### config.mk
export PLATFORM = sky130hd
export DESIGN_NAME = ball_mover_flat
export DESIGN_NICKNAME = d
export VERILOG_FILES = /design/src/rtl/ball_mover_pkg.sv /design/src/rtl/ball_mover_if.sv /design/src/rtl/ball_bounce_logic.sv /design/src/rtl/ball_mover.sv /design/src/flat_wrapper.sv
export SDC_FILE = /design/constraint.sdc
export NUM_CORES = 1
export LEC_CHECK = 0
export CORE_ASPECT_RATIO = 0.7
export CORE_MARGIN = 2
export CORE_UTILIZATION = 62
export CTS_CLUSTER_DIAMETER = 50
export CTS_CLUSTER_SIZE = 28
export DETAILED_ROUTE_END_ITERATION = 6
export GPL_ROUTABILITY_DRIVEN = 0
export PLACE_DENSITY = 0.87
export SETUP_SLACK_MARGIN = 0.2
export SLEW_MARGIN = 20
export SYNTH_ARGS = -nofsm -noshare
export SYNTH_HDL_FRONTEND = slang
export SYNTH_HIERARCHICAL = 1
export SYNTH_SLANG_ARGS = --single-unit
export TNS_END_PERCENT = 20
### constraint.sdc
create_clock -name clk -period 11.13 [get_ports clk]
set_input_delay 2.226 -clock clk [delete_from_list [all_inputs] [get_ports clk]]
set_output_delay 2.226 -clock clk [all_outputs]
set_load 0.005 [all_outputs]
### src/rtl/ball_mover_pkg.sv
// Shared play-field geometry and ball FSM encoding.
// Imported by the ball mover and its bounce logic.
`ifndef PLATY
`define PLATY 224
`endif

package ball_mover_pkg;

  localparam int SCREEN_W  = 320;
  localparam int SCREEN_H  = 240;
  localparam int PLATY     = `PLATY;
  localparam int PADDLE_W  = 32;
  localparam int BALL_SIZE = 4;

  localparam logic [9:0] X_MAX    = 10'(SCREEN_W - BALL_SIZE);
  localparam logic [9:0] PARK_OFS = 10'(PADDLE_W/2 - BALL_SIZE/2);
  localparam logic [9:0] PARK_Y   = 10'(PLATY - BALL_SIZE);
  localparam logic [9:0] FLOOR_Y  = 10'(SCREEN_H - BALL_SIZE);

  typedef enum logic [1:0] {
    PARKED = 2'd0,
    MOVE   = 2'd1,
    FALL   = 2'd2
  } state_t;

  function automatic logic [10:0] w11(input logic [9:0] v);
    return {1'b0, v};
  endfunction

endpackage

### src/rtl/ball_mover_if.sv
// Ball mover control inputs and ball state outputs.
// master drives paddle/strobes, slave reports the ball.
interface ball_mover_if;
  logic       tick;
  logic       launch;
  logic [9:0] paddle_x;
  logic       brick_flip_x;
  logic       brick_flip_y;
  logic [9:0] ball_x;
  logic [9:0] ball_y;
  logic       dir_right;
  logic       dir_down;
  logic       in_play;
  logic       respawn;

  modport master (
    output tick, launch, paddle_x,
    output brick_flip_x, brick_flip_y,
    input  ball_x, ball_y, dir_right,
    input  dir_down, in_play, respawn
  );

  modport slave (
    input  tick, launch, paddle_x,
    input  brick_flip_x, brick_flip_y,
    output ball_x, ball_y, dir_right,
    output dir_down, in_play, respawn
  );
endinterface

### src/rtl/ball_bounce_logic.sv
// Combinational wall/paddle/brick flip and miss decisions.
// All inputs are the pre-move ball state.
module ball_bounce_logic
  import ball_mover_pkg::*;
(
  input  logic [9:0] i_x,
  input  logic [9:0] i_y,
  input  logic [9:0] i_paddle_x,
  input  logic       i_dir_right,
  input  logic       i_dir_down,
  input  logic       i_play,
  input  logic       i_flip_x,
  input  logic       i_flip_y,
  output logic       o_fx,
  output logic       o_fy,
  output logic       o_miss
);

  logic [10:0] w_x, w_y, w_px;
  logic        w_r_wall, w_l_wall, w_top;
  logic        w_line, w_over;

  // 11-bit sums so edge tests never wrap
  always_comb begin
    w_x  = w11(i_x);
    w_y  = w11(i_y);
    w_px = w11(i_paddle_x);
    w_r_wall = i_dir_right &&
      (w_x + 11'(BALL_SIZE) >= 11'(SCREEN_W));
    w_l_wall = !i_dir_right && (i_x == 10'd0);
    w_top    = !i_dir_down && (i_y == 10'd0);
    w_line   = i_dir_down &&
      (w_y + 11'(BALL_SIZE) == 11'(PLATY));
    w_over   = (w_x + 11'(BALL_SIZE) > w_px) &&
      (w_x < w_px + 11'(PADDLE_W));
    o_fx   = w_r_wall | w_l_wall |
      (i_play & i_flip_x);
    o_fy   = w_top |
      (i_play & (i_flip_y | (w_line & w_over)));
    o_miss = i_play & w_line & ~w_over;
  end

endmodule

### src/rtl/ball_mover.sv
// Ball FSM: park on paddle, launch, move, bounce,
// fall past the paddle line and re-park.
module ball_mover
  import ball_mover_pkg::*;
(
  input  logic         clk,
  input  logic         resetn,
  ball_mover_if.slave  bus
);

  state_t     r_state;
  logic [9:0] r_x, r_y;
  logic       r_dr, r_dd;
  logic       r_in_play, r_respawn;
  logic       r_bfx, r_bfy;

  logic       w_fx, w_fy, w_miss;
  logic       w_play, w_dr, w_dd;
  logic       w_flip_x, w_flip_y;
  logic [9:0] w_nx, w_ny, w_y_inc, w_park_x;

  assign bus.ball_x    = r_x;
  assign bus.ball_y    = r_y;
  assign bus.dir_right = r_dr;
  assign bus.dir_down  = r_dd;
  assign bus.in_play   = r_in_play;
  assign bus.respawn   = r_respawn;

  ball_bounce_logic u_bounce (
    .i_x         (r_x),
    .i_y         (r_y),
    .i_paddle_x  (bus.paddle_x),
    .i_dir_right (r_dr),
    .i_dir_down  (r_dd),
    .i_play      (w_play),
    .i_flip_x    (w_flip_x),
    .i_flip_y    (w_flip_y),
    .o_fx        (w_fx),
    .o_fy        (w_fy),
    .o_miss      (w_miss)
  );

  // new direction first, then one clamped pixel step
  always_comb begin
    w_play   = (r_state == MOVE);
    w_flip_x = r_bfx | bus.brick_flip_x;
    w_flip_y = r_bfy | bus.brick_flip_y;
    w_dr     = r_dr ^ w_fx;
    w_dd     = r_dd ^ w_fy;
    w_y_inc  = r_y + 10'd1;
    w_park_x = bus.paddle_x + PARK_OFS;
    if (w_dr)
      w_nx = (r_x >= X_MAX) ? X_MAX : r_x + 10'd1;
    else
      w_nx = (r_x == 10'd0) ? 10'd0 : r_x - 10'd1;
    if (w_dd)
      w_ny = w_y_inc;
    else
      w_ny = (r_y == 10'd0) ? 10'd0 : r_y - 10'd1;
  end

  // state, position, direction and strobe latches
  always_ff @(posedge clk or negedge resetn) begin
    if (!resetn) begin
      r_state   <= PARKED;
      r_x       <= PARK_OFS;
      r_y       <= PARK_Y;
      r_dr      <= 1'b1;
      r_dd      <= 1'b0;
      r_in_play <= 1'b0;
      r_respawn <= 1'b0;
      r_bfx     <= 1'b0;
      r_bfy     <= 1'b0;
    end else begin
      r_respawn <= 1'b0;
      unique case (r_state)
        PARKED: begin
          r_x   <= w_park_x;
          r_y   <= PARK_Y;
          r_bfx <= 1'b0;
          r_bfy <= 1'b0;
          if (bus.tick && bus.launch) begin
            r_state   <= MOVE;
            r_dr      <= 1'b1;
            r_dd      <= 1'b0;
            r_in_play <= 1'b1;
          end
        end
        MOVE: begin
          if (bus.tick) begin
            r_bfx <= 1'b0;
            r_bfy <= 1'b0;
            r_dr  <= w_dr;
            r_x   <= w_nx;
            if (w_miss) begin
              r_dd      <= 1'b1;
              r_y       <= w_y_inc;
              r_state   <= FALL;
              r_in_play <= 1'b0;
            end else begin
              r_dd <= w_dd;
              r_y  <= w_ny;
            end
          end else begin
            r_bfx <= w_flip_x;
            r_bfy <= w_flip_y;
          end
        end
        FALL: begin
          r_bfx <= 1'b0;
          r_bfy <= 1'b0;
          if (bus.tick) begin
            r_dr <= w_dr;
            r_x  <= w_nx;
            r_y  <= w_y_inc;
            if (w_y_inc >= FLOOR_Y) begin
              r_state   <= PARKED;
              r_respawn <= 1'b1;
            end
          end
        end
        default: begin
          r_state   <= PARKED;
          r_in_play <= 1'b0;
        end
      endcase
    end
  end

endmodule

### src/flat_wrapper.sv
// flat-port wrapper written by rule: the top's interface ports become plain ports
module ball_mover_flat import ball_mover_pkg::*;
  (clk, resetn, bus_tick, bus_launch, bus_paddle_x, bus_brick_flip_x, bus_brick_flip_y, bus_ball_x, bus_ball_y, bus_dir_right, bus_dir_down, bus_in_play, bus_respawn);
  ball_mover_if bus_i ();
  input  logic clk;
  input  logic resetn;
  input wire logic [$bits(bus_i.tick)-1:0] bus_tick;
  input wire logic [$bits(bus_i.launch)-1:0] bus_launch;
  input wire logic [$bits(bus_i.paddle_x)-1:0] bus_paddle_x;
  input wire logic [$bits(bus_i.brick_flip_x)-1:0] bus_brick_flip_x;
  input wire logic [$bits(bus_i.brick_flip_y)-1:0] bus_brick_flip_y;
  output wire logic [$bits(bus_i.ball_x)-1:0] bus_ball_x;
  output wire logic [$bits(bus_i.ball_y)-1:0] bus_ball_y;
  output wire logic [$bits(bus_i.dir_right)-1:0] bus_dir_right;
  output wire logic [$bits(bus_i.dir_down)-1:0] bus_dir_down;
  output wire logic [$bits(bus_i.in_play)-1:0] bus_in_play;
  output wire logic [$bits(bus_i.respawn)-1:0] bus_respawn;
  assign bus_i.tick = bus_tick;
  assign bus_i.launch = bus_launch;
  assign bus_i.paddle_x = bus_paddle_x;
  assign bus_i.brick_flip_x = bus_brick_flip_x;
  assign bus_i.brick_flip_y = bus_brick_flip_y;
  assign bus_ball_x = bus_i.ball_x;
  assign bus_ball_y = bus_i.ball_y;
  assign bus_dir_right = bus_i.dir_right;
  assign bus_dir_down = bus_i.dir_down;
  assign bus_in_play = bus_i.in_play;
  assign bus_respawn = bus_i.respawn;
  ball_mover u_core (.clk(clk), .resetn(resetn), .bus(bus_i));
endmodule
### Word-level counts from Yosys, hierarchy flattened

Index checks and enable logic that the tools add are counted.

* reductions and logical operators: 23
* magnitude comparators: 5
* bitwise gates (word level): 15
* equality and inequality tests: 9
* mux-type cells: 34
* add/sub/neg operators: 8

Operator list (number)
* 10-bit two-way mux: 9
* 10-bit one-hot mux with 3 select lines: 1
* 10-bit by 3-bit adder with 11-bit output (second input constant): 2
* 10-bit by 1-bit adder with 10-bit output (second input constant): 2
* 10-bit zero test: 2
* 10-bit one-hot mux with 2 select lines: 1
* 10-bit by 1-bit subtractor with 10-bit output (second input constant): 2
* 1-bit two-way mux: 12
* 10-bit by 6-bit adder with 11-bit output (second input constant): 1
* 11-bit by 8-bit == test with 1-bit output (second input constant): 1
* 11-bit by 9-bit >= comparator with 1-bit output (second input constant): 1
* 11-bit by 10-bit > comparator with 1-bit output: 1
* 10-bit by 11-bit less-than comparator with 1-bit output: 1
* 10-bit by 4-bit adder with 10-bit output (second input constant): 1
* 10-bit by 8-bit >= comparator with 1-bit output (second input constant): 1
* 10-bit by 9-bit >= comparator with 1-bit output (second input constant): 1
* 2-bit two-way mux: 5
* 3-bit AND reduction: 3
* 2-bit by 1-bit inequality test with 1-bit output (second input constant): 4
* 1-bit one-hot mux with 2 select lines: 4
* 1-bit logical AND: 6
* 1-bit bitwise OR: 6
* 2-bit one-hot mux with 3 select lines: 1
* 2-bit nonzero test: 3
* 14 further kinds: 23

* output and inout port bits: 24
* word-level logic and storage cells: 103
* register bits: 28

### Logic depth before layout (Yosys ltp)

* depth in word-level cells: 12
* gate-level depth with buffers: 17
* depth with buffers taken out: 16

### Cells and area by module

The synthesis kept the hierarchy.

By module, submodules not included
* ball_mover: times used 1, area an instance 2543.7 sq um, cells an instance 326
* ball_bounce_logic: times used 1, area an instance 798.3 sq um, cells an instance 109

### Worst setup path before layout

OpenSTA, ideal clock, no wires.

* path kind: input port to flip-flop
* start point: input port bus_paddle_x[2]
* end point: register u_core.r_y[9] (netlist: u_core/bus.ball_y[9])
* buffers on the path: 1
* stages on the path: 14
* arrival: 5.058 ns
* path slack: 5.942 ns
* cells stage by stage: inv_1 -> ha_1 -> or3b_1 -> a311oi_2 -> o2111a_1 -> a2111oi_2 -> a221o_1 -> xor2_1 -> or2_2 -> a21o_1 -> buf_2 -> nor4_1 -> o32ai_1 -> a21boi_0

* word-level cells in the longest chain between the ends: 12
* elaborated cells on any way between the ends: 15
* classes of those cells: add/sub: 1; order compare: 2; mux: 4; bitwise: 7; reduce/logical: 1

RTL lines
* start, declared: RTL line flat_wrapper.sv:9 `input wire logic [$bits(bus_i.paddle_x)-1:0] bus_paddle_x;`
* 10-bit by 6-bit adder with 11-bit output: RTL line ball_bounce_logic.sv:35 `(w_x < w_px + 11'(PADDLE_W));`
* 10-bit by 11-bit less-than comparator with 1-bit output: RTL line ball_bounce_logic.sv:35
* 1-bit logical AND *: RTL line ball_bounce_logic.sv:34 `w_over = (w_x + 11'(BALL_SIZE) > w_px) &&`
* 1-bit bitwise AND *: RTL line ball_bounce_logic.sv:39 `(i_play & (i_flip_y | (w_line & w_over)));`
* 1-bit bitwise OR *: RTL line ball_bounce_logic.sv:39
* 1-bit bitwise AND *: RTL line ball_bounce_logic.sv:39
* 1-bit bitwise OR *: RTL line ball_bounce_logic.sv:38 `o_fy = w_top |`
* via u_core.w_fy: RTL line ball_mover.sv:17 `logic w_fx, w_fy, w_miss;`
* 1-bit bitwise XOR *: RTL line ball_mover.sv:49 `w_dd = r_dd ^ w_fy;`
* 10-bit two-way mux *: RTL line ball_mover.sv:56 `if (w_dd)`
* 10-bit two-way mux *: RTL line ball_mover.sv:95 `if (w_miss) begin`
* 10-bit two-way mux *: RTL line ball_mover.sv:90 `if (bus.tick) begin`
* 10-bit one-hot mux with 3 select lines *: RTL line ball_mover.sv:76 `unique case (r_state)`
* end signal, assigned: RTL line ball_mover.sv:97 `r_y <= w_y_inc;`
* end signal, assigned: RTL line ball_mover.sv:102 `r_y <= w_ny;`
* end signal, assigned: RTL line ball_mover.sv:115 `r_y <= w_y_inc;`
* end, declared: RTL line ball_mover.sv:12 `logic [9:0] r_x, r_y;`

Mark *: on every way through the listed nets, which the timed path passes. The rest lies on a longest branch. The select of a mux whose other input is x is not followed.
A chain may end at the register's enable or synchronous reset.

### Worst setup path after layout

* start point: input port bus_paddle_x[5]
* end point: register u_core.r_y[5] (netlist: u_core/bus.ball_y[5])

Same word-level chain as after synthesis.

==> results.yml <==
cells_and_area:
  fin_util: 0.725
  fillers: 428
  area_delta_synth_final_pct: 13.5
  drive_above_1_share: 0.0655
  nets: 507
  diodes: 0
sta:
  relSlewSlack: 0.443
  fmax_mhz: 166
  tightest_slew_ns: 0.830
  min_period_ns: 6.04
  setup_viol: 0
  slew_violations: 0
  finalSetupTns_ns: 0
  hold_viol: 0
  post-route-period-util: 0.543
  grt_setup_unrepaired: "false"
  fin_skew_ns: 0.00652
power:
  p_switching_uw: 602
  totalPowerFinal_mw: 1.14
  peakVddDrop_uv: 206
  p_seq_frac: 0.268
  p_clk_frac: 0.072
  p_int_uw: 541
  power_density_nw_per_um2: 301
  leakagePower_nw: 1.52
  power_switching_share: 0.527
  pwr-share-comb: 0.660
global_route:
  first_global_vias: 3225
  gr-usage-all-layers: 0.323
  grt_start_max_net_pins: 29
  gr-total-overflow: 0
  grt_pass1_wl_um: 15700
  antenna_found_initial: 0
cts:
  cts_buffer_depth: 2
  ctsResizeCount: 0
  worstSkewPairLatency_ns: 0.28
  cts-root-buf: "clkbuf_8"
  cts.sinks: 28
  cts_max_level: 1
  clk_transition_reported_paths_ns: 0.10
  numCtsBuffers: 3
  cts_tree: "yes"
  cts_hold_buf: 0
  post_cts_buffers: 0
setup_path:
  arrival_ns: 6.25
  endpoint_kind: "flip-flop"
  start_kind: "input pin"
  cp_max_fo: 11
  critical_path_class: "input pin to flip-flop"
  required_ns: 11.34
die:
  rows: 22
  die_y_um: 65.4
  core_um2: 5230
  fp.dieW_um: 91.8
  start_util: 0.639
  dieArea_um2: 6000
  boundaryPins: 40
yosys:
  synth_flop_cell: "dfrtp_1"
  ys_seq_area_frac: 0.213
  synth_top_area_frac: 0.142
  yosysMostFrequentCell: "nand2_1"
  postSynthCellCount: 435
  synth_nets: 483
  netlist_top_cells_count: "nand2_1, o21ai_0, a21oi_1"
  yosysWarnings: 6
  synth.distinct_cells: 62
  syn_area_per_cell_um2: 7.68
  synth.area.top_cells: "dfrtp_1, ha_1, dfstp_2"
  synth-edff-count: 0
  synth_top_area_cell: "dfrtp_1"
  netlist_area_um2: 3340
  ys_async_sr_fraction: 1.00
  synth-seq-cells: 28
route:
  via_count: 3578
  ant_nets: 0
  wl_um: 9420
  routedWlPerCell_um: 17.8
  drt-vias-per-instance: 6.75
  drc_errors: 0
  dr.first_iter.drc_count: 420
  drt_first_pass_iters: 5
placement:
  dpl.hpwl_um: 6880
  portBuffers: 39
hold_path:
  min_path_type: "flip-flop to flip-flop"
run:
  max_cap_violations: 0
outcome:
  run_status: "completed"
routing by layer:
layer,part of all wire,track usage,up-vias
met3,0.12,0.0447,18
met2,0.42,0.497,227
met4,0.012,0.0597,0
li1,-,-,1656
met5,0,0,-
met1,0.45,0.489,1677
worst paths after layout:
path | from | to | slack (ns) | cells after the start
min in group asynchronous | resetn | u_core/bus.ball_x[4]$_DFFE_PN0P_ | 2.31 | 2
min | u_core/r_bfx$_DFFE_PN0P_ | u_core/r_bfx$_DFFE_PN0P_ | 0.50 | 2
max reg2reg | u_core/bus.ball_x[2]$_DFFE_PN1P_ | u_core/bus.ball_y[5]$_DFFE_PN0P_ | 6.60 | 14
max in group asynchronous | resetn | u_core/bus.ball_y[3]$_DFFE_PN1P_ | 8.49 | 2
min reg2reg | u_core/r_bfx$_DFFE_PN0P_ | u_core/r_bfx$_DFFE_PN0P_ | 0.50 | 2
max | bus_paddle_x[5] | u_core/bus.ball_y[5]$_DFFE_PN0P_ | 5.09 | 14
cell type report:
type / count / area (µm²) / area share
well taps: 72 / 90.1 / 0.0237
inverters: 28 / 105 / 0.0277
clock buffers: 3 / 41.3 / 0.0109
clock inverters: 1 / 30.0 / 0.00792
multi-input cells: 358 / 2420 / 0.637
flip-flops and latches: 28 / 712 / 0.188
repair buffers: 40 / 398 / 0.105
cells in the final DEF, fill, tap and decap left out, drive strengths merged, types with 6 or more instances in the layout:
cell type / instances
dfstp: 9
inv: 28
ha: 32
nor2: 28
and3: 6
nand2: 41
nand4: 12
dfrtp: 19
clkdlybuf4s50: 39
nand3: 20
nand2b: 8
a211oi: 7
o21ai: 37
xor2: 12
a21oi: 33
nor4: 11
nor3: 9
xnor2: 17
state kept, by name, indices dropped and copies added (netlist names):
name	count
u_core/bus.ball_x	10
u_core/bus.ball_y	10
u_core/r_state	2
u_core/bus.dir_down	1
u_core/bus.dir_right	1
u_core/bus.in_play	1
u_core/bus.respawn	1
u_core/r_bfx	1
u_core/r_bfy	1
through the flow:
stage / hold slack [ns] / area [µm²] / setup slack [ns] / cells
2_1_floorplan: 0.454 / 3340 / 5.94 / 435
6_report: 0.501 / 3790 / 5.09 / 530
3_5_place_dp: 0.473 / 3720 / 4.90 / 526
5_1_grt: 0.517 / 3790 / 4.89 / 530
3_3_place_gp: 0.465 / 3720 / 4.98 / 526
4_1_cts: 0.500 / 3790 / 5.17 / 530
kinds of logic (layout without fill, tap and decap cells):
family	after synthesis	in the layout	synth area share
multiplexers	3	3	0.0109
XOR/XNOR	29	29	0.0760
adder cells (fa/ha/maj)	32	32	0.120
flip-flops	28	28	0.213
AO/OA/AOI/OAI	129	129	0.256
buffers and inverters	49	72	0.0636
AND/OR/NAND/NOR	165	165	0.260
power groups by stage:
stage               clock network, mW  registers [mW]  logic, mW
floorplan                           0           0.236      0.566
global placement                    0           0.298      0.705
detailed placement                  0           0.303      0.727
CTS                            0.0824           0.301      0.732
global route                   0.0873           0.320      0.832
finish                         0.0826           0.306      0.754
worst max-delay path, cell delays in order:
cell,delay [ns]
clkdlybuf4s50_1,0.66
nand3_1,0.16
xnor2_1,0.16
ha_1,0.29
a211oi_1,0.23
o211ai_1,0.13
o2111a_1,0.25
a2111oi_2,0.42
a221o_1,0.27
xor2_1,0.12
nor3b_2,0.30
nand2_1,0.29
or4_1,0.54
a32oi_1,0.19
(Power assumes the default switching activity.)
